$ cat config.mk
export PLATFORM = sky130hd
export DESIGN_NAME = fifo_rd_stream
export DESIGN_NICKNAME = d
export VERILOG_FILES = /design/src/rtl/fifo_rd_stream.sv
export SDC_FILE = /design/constraint.sdc
export NUM_CORES = 1
export LEC_CHECK = 0
export ABC_AREA = 0
export BUFFER_PORTS_ARGS = -buffer_cell sky130_fd_sc_hd__buf_2
export CORE_AREA = 2 2 70 72
export CTS_CLUSTER_DIAMETER = 80
export DETAILED_ROUTE_END_ITERATION = 8
export DIE_AREA = 0 0 72 74
export PLACE_DENSITY = 0.58
export SKIP_CTS_REPAIR_TIMING = 1
export SLEW_MARGIN = 10
export SYNTH_ARGS = -nofsm -noshare
export SYNTH_HDL_FRONTEND = slang
export SYNTH_SLANG_ARGS = --single-unit
$ cat constraint.sdc
create_clock -name clk -period 2 [get_ports clk]
set_clock_uncertainty 0.2 [all_clocks]
set_input_delay 0.1 -clock clk [delete_from_list [all_inputs] [get_ports clk]]
set_output_delay 0.1 -clock clk [all_outputs]
set_load 0.01 [all_outputs]
$ cat src/rtl/fifo_rd_stream.sv
// Read-side adapter: turns the FIFO rinc/rempty/rdata port into a first-word-fall-through valid/ready stream.
// Optional build macro FIFO_RD_STREAM_STATS_EN adds the stall_cnt output.
module fifo_rd_stream #(
  parameter int WIDTH  = 8,
  parameter int RD_LAT = 1,
  localparam int BUF_DEPTH = RD_LAT + 2,
  localparam int LVL_W     = $clog2(BUF_DEPTH + 1),
  localparam int PTR_W     = $clog2(BUF_DEPTH)
) (
  input  logic             clk,
  input  logic             rst_n,
  input  logic             fifo_rempty,
  output logic             fifo_rinc,
  input  logic [WIDTH-1:0] fifo_rdata,
  input  logic             flush,
  output logic             m_valid,
  input  logic             m_ready,
  output logic [WIDTH-1:0] m_data,
  output logic [LVL_W-1:0] buf_level
`ifdef FIFO_RD_STREAM_STATS_EN
  ,
  output logic [31:0]      stall_cnt
`endif
);

  logic [RD_LAT-1:0] trk_valid_reg;
  logic [RD_LAT-1:0] trk_valid_next;
  logic [RD_LAT-1:0] trk_discard_reg;
  logic [RD_LAT-1:0] trk_discard_next;
  logic [LVL_W-1:0]  inflight_cnt;
  logic [LVL_W-1:0]  buf_level_reg;
  logic [LVL_W-1:0]  buf_level_next;
  logic [PTR_W-1:0]  wr_ptr_reg;
  logic [PTR_W-1:0]  wr_ptr_next;
  logic [PTR_W-1:0]  rd_ptr_reg;
  logic [PTR_W-1:0]  rd_ptr_next;
  logic [WIDTH-1:0]  mem [BUF_DEPTH];
  logic [WIDTH-1:0]  m_data_reg;
  logic [WIDTH-1:0]  m_data_next;
  logic              m_valid_reg;
  logic              credit_ok;
  logic              push;
  logic              pop;

  function automatic logic [PTR_W-1:0] ptr_inc(input logic [PTR_W-1:0] p);
    return (p == PTR_W'(BUF_DEPTH - 1)) ? '0 : p + 1'b1;
  endfunction

  // In-flight tracker: one stage per cycle of read latency; flush marks every moving beat for discard.
  for (genvar gi = 0; gi < RD_LAT; gi++) begin : g_trk
    if (gi == 0) begin : g_head
      assign trk_valid_next[gi]   = fifo_rinc;
      assign trk_discard_next[gi] = 1'b0;
    end else begin : g_tail
      assign trk_valid_next[gi]   = trk_valid_reg[gi-1];
      assign trk_discard_next[gi] = trk_discard_reg[gi-1] | flush;
    end
  end

  always_comb begin
    inflight_cnt = '0;
    for (int i = 0; i < RD_LAT; i++) begin
      inflight_cnt = inflight_cnt + LVL_W'(trk_valid_reg[i]);
    end
  end

  // Credit uses registered counts only, so m_ready never reaches fifo_rinc combinationally.
  assign credit_ok = ({1'b0, buf_level_reg} + {1'b0, inflight_cnt}) < (LVL_W + 1)'(BUF_DEPTH);
  assign fifo_rinc = rst_n & ~fifo_rempty & ~flush & credit_ok;

  assign push = trk_valid_reg[RD_LAT-1] & ~trk_discard_reg[RD_LAT-1] & ~flush;
  assign pop  = m_valid_reg & m_ready;

  always_comb begin
    buf_level_next = buf_level_reg;
    wr_ptr_next    = wr_ptr_reg;
    rd_ptr_next    = rd_ptr_reg;
    if (flush) begin
      buf_level_next = '0;
      wr_ptr_next    = '0;
      rd_ptr_next    = '0;
    end else begin
      if (push) wr_ptr_next = ptr_inc(wr_ptr_reg);
      if (pop)  rd_ptr_next = ptr_inc(rd_ptr_reg);
      if (push && !pop)      buf_level_next = buf_level_reg + 1'b1;
      else if (!push && pop) buf_level_next = buf_level_reg - 1'b1;
    end
  end

  // The new head is the word being written only when it lands at the next read slot.
  always_comb begin
    m_data_next = m_data_reg;
    if (buf_level_next != '0) begin
      if (push && (wr_ptr_reg == rd_ptr_next)) m_data_next = fifo_rdata;
      else                                     m_data_next = mem[rd_ptr_next];
    end
  end

  always_ff @(posedge clk or negedge rst_n) begin
    if (!rst_n) begin
      trk_valid_reg   <= '0;
      trk_discard_reg <= '0;
      buf_level_reg   <= '0;
      wr_ptr_reg      <= '0;
      rd_ptr_reg      <= '0;
      m_valid_reg     <= 1'b0;
      m_data_reg      <= '0;
    end else begin
      trk_valid_reg   <= trk_valid_next;
      trk_discard_reg <= trk_discard_next;
      buf_level_reg   <= buf_level_next;
      wr_ptr_reg      <= wr_ptr_next;
      rd_ptr_reg      <= rd_ptr_next;
      m_valid_reg     <= (buf_level_next != '0);
      m_data_reg      <= m_data_next;
    end
  end

  always_ff @(posedge clk) begin
    if (push) mem[wr_ptr_reg] <= fifo_rdata;
  end

  assign m_valid   = m_valid_reg;
  assign m_data    = m_data_reg;
  assign buf_level = buf_level_reg;

`ifdef FIFO_RD_STREAM_STATS_EN
  logic [31:0] stall_cnt_reg;

  always_ff @(posedge clk or negedge rst_n) begin
    if (!rst_n) begin
      stall_cnt_reg <= '0;
    end else if (flush) begin
      stall_cnt_reg <= '0;
    end else if (m_valid_reg && !m_ready && (stall_cnt_reg != 32'hFFFF_FFFF)) begin
      stall_cnt_reg <= stall_cnt_reg + 32'd1;
    end
  end

  assign stall_cnt = stall_cnt_reg;
`endif

  a_no_overflow: assert property (@(posedge clk) disable iff (!rst_n)
    !(push && !pop && (buf_level_reg == LVL_W'(BUF_DEPTH))));

  a_no_read_when_empty: assert property (@(posedge clk) disable iff (!rst_n)
    !(fifo_rinc && fifo_rempty));

endmodule
==> results.ini <==
[timing]
timing_max_transition_violations_final=0
final_period_minus_worst_setup_slack_ps=2170
report.final.hold_viol_count=0
smallest_setup_slack_after_layout_ps=-171
max_slew_margin_pct=77.9
clock.fmax_mhz=461
final.period_utilization_pct=109
timing_worst_slew_pin_value_ps=331
grt_setup_unrepaired=yes
setup_viol=9

[die]
fp-row-count=25
initial_core_util_pct=39.0
core_region_area_mm2=0.00460
dieHeight_um=74
die_area_mm2=0.00533
design.portCount=25
die_w_um=72

[placement]
routability_congestion_estimate_from_global_placement=0.824
dp_hpwl_um=2830
post_dp_cell_area_mm2=0.00208
port-buffer-count=24
placed_cells=226

[detailed_routing]
route.final.wire_length_um=4540
drt_first_iter_violations=49
drc=0
post_drt_wl_per_cell_um=18.0
vias_per_cell=5.53
drt_pass1_iterations=4
dr_total_vias=1394
detail-route-antenna-nets=0

[synth]
synth_edf_count=24
synth_seq_area_share_pct=62.5
postSynthRegisterBits=40
synth_cells=134
syn_warnings=0
post_synth.cell_area_avg_um2=13.4
synth_nets=149
post_synthesis_cell_area_mm2=0.00179
async_flop_share_pct=40.0
postSynth.topFlopCell=sky130_fd_sc_hd__edfxtp_1
distinct_cells_synth=42

[clock_network]
clkTransAtPathRegs_ps=80
clk_root_buffer_cell=sky130_fd_sc_hd__clkbuf_8
clkLatencyLatePin_ps=290
clock_sink_count=40
cts_htree_levels=2
clockBufferDepth=2
numCtsBuffers=5
cts_tree=built

[global_routing]
first_pass_grt_wire_length_um=6750
grt_pass1_vias=1326
largest_net_degree_at_the_start_of_global_routing=19
grt_antenna_before_repair=0
globalRoute.totalOverflow=0
globalRouteTotalUtil_pct=16.8

[final_layout]
design.final.nets=212
layout.core_utilization_pct=54.5
synthToLayoutAreaGrowth_pct=39.7
insertedDiodeCount=0
largest_register_ffs=24
n_fill_cell=391
instances_no_fill=252
final_area_mm2=0.00250
layout-drive-gt1-share_pct=42.9

[worst_setup_path]
timing.setup.critical_path_class=reg -> out
critPathCaptureType=output pin
cp.arrival_ps=1870
worst_ep_required_time_ps=1700
setup.worst_path.start_class=flip-flop
worstPathMaxFanout=3

[power_and_ir_drop]
cellPowerDensity_mw_per_mm2=914
static-leakage-power_nw=1.02
power.total_mw=2.29
max-vdd-ir-drop_v=0.000729

[status]
violated_checks=negative setup slack
outcome=complete, but fails checks

[min_path]
hold_path.class=in -> reg

[flow_run]
max-cap-violations=0

## critical path, cell delays in order, from the launching register on
cell and delay, ps:
sky130_fd_sc_hd__dfrtp_2 460, sky130_fd_sc_hd__ha_4 180, sky130_fd_sc_hd__ha_4 140, sky130_fd_sc_hd__or4b_4 530, sky130_fd_sc_hd__a21oi_4 150, sky130_fd_sc_hd__buf_6 120
## path summary, 6_finish.rpt
path                          startpoint  slack [ps]  cells after the start             to
setup / recovery           trk_valid_reg        -170                      5      fifo_rinc
hold / removal                     flush          30                      3   buf_level[0]
setup reg to reg                 m_valid         -30                      6      m_data[0]
hold reg to reg                m_data[3]         320                      1      m_data[3]
max in group asynchronous          rst_n        1270                      3        m_valid
min in group asynchronous          rst_n         130                      3  wr_ptr_reg[1]
## synthesized netlist by cell type, types with 3 or more instances
cell type	n	area (µm²)
sky130_fd_sc_hd__buf_4	4	30.0
sky130_fd_sc_hd__inv_1	3	11.3
sky130_fd_sc_hd__nor4_1	8	50.1
sky130_fd_sc_hd__a21oi_1	4	20.0
sky130_fd_sc_hd__a221o_1	9	90.1
sky130_fd_sc_hd__o22ai_1	7	43.8
sky130_fd_sc_hd__edfxtp_1	24	721
sky130_fd_sc_hd__nand2b_1	3	18.8
sky130_fd_sc_hd__nor2_1	16	60.1
sky130_fd_sc_hd__xor2_1	3	26.3
sky130_fd_sc_hd__dfrtp_1	16	400
## final cells by class
| cell class | instances | area, µm² | area share, % |
|---|---|---|---|
| Sequential cell | 40 | 1120 | 44.9 |
| Multi-Input combinational cell | 83 | 707 | 28.2 |
| Timing Repair Buffer | 63 | 469 | 18.7 |
| Clock buffer | 6 | 82.6 | 3.30 |
| Tap cell | 54 | 67.6 | 2.70 |
| Clock inverter | 2 | 38.8 | 1.55 |
| Inverter | 4 | 15.0 | 0.599 |
## power by group
group	internal, mW	total, mW	switching (mW)
clock network	0.408	0.692	0.284
registers	0.975	1.06	0.0809
logic	0.286	0.542	0.256
## layout by cell type, fill, tap and decap left out, types with 2 or more instances in the layout
| cell type | n |
|---|---|
| sky130_fd_sc_hd__dfrtp_1 | 13 |
| sky130_fd_sc_hd__edfxtp_1 | 24 |
| sky130_fd_sc_hd__dfrtp_2 | 3 |
| sky130_fd_sc_hd__dlygate4sd3_1 | 10 |
| sky130_fd_sc_hd__o22ai_1 | 7 |
| sky130_fd_sc_hd__buf_12 | 2 |
| sky130_fd_sc_hd__a221o_1 | 9 |
| sky130_fd_sc_hd__nor4_1 | 6 |
| sky130_fd_sc_hd__inv_1 | 3 |
| sky130_fd_sc_hd__a21oi_1 | 3 |
| sky130_fd_sc_hd__buf_4 | 26 |
| sky130_fd_sc_hd__ha_4 | 2 |
| sky130_fd_sc_hd__buf_2 | 23 |
| sky130_fd_sc_hd__a31oi_1 | 2 |
| sky130_fd_sc_hd__nor2_1 | 16 |
| sky130_fd_sc_hd__nor3_1 | 2 |
| sky130_fd_sc_hd__clkbuf_8 | 6 |
| sky130_fd_sc_hd__nand2b_1 | 3 |
| sky130_fd_sc_hd__xor2_1 | 3 |
## per-stage QoR
stage / setup slack [ps] / hold WS [ps] / setup TNS (ps)
after CTS: -264 / -427 / -907
after detailed placement: -67.7 / -112 / -478
after global placement: -9.63 / -108 / -9.63
after global routing: -211 / 28.5 / -762
after floorplan: -145 / -396 / -1020
final: -171 / 28.5 / -266
## per-layer routing
layer	routed length (µm)	up-vias	part of all wire (%)	track usage, %
met1	1970	692	43	21.9
li1	-	650	-	-
met5	0	-	0	0
met2	2240	44	49	28.3
met4	84	0	1.8	5.87
met3	247	8	5.4	3.39
## cells by family after synthesis
kind of cell | count (synthesis) | synth area share (%)
multiplexers | 2 | 1.12
buffers and inverters | 12 | 4.33
XOR/XNOR | 3 | 1.47
AO/OA/AOI/OAI | 35 | 15.7
flip-flops | 40 | 62.5
AND/OR/NAND/NOR | 40 | 13.5
adder cells (fa/ha/maj) | 2 | 1.40
No activity file was read; power rests on OpenSTA's default activity.
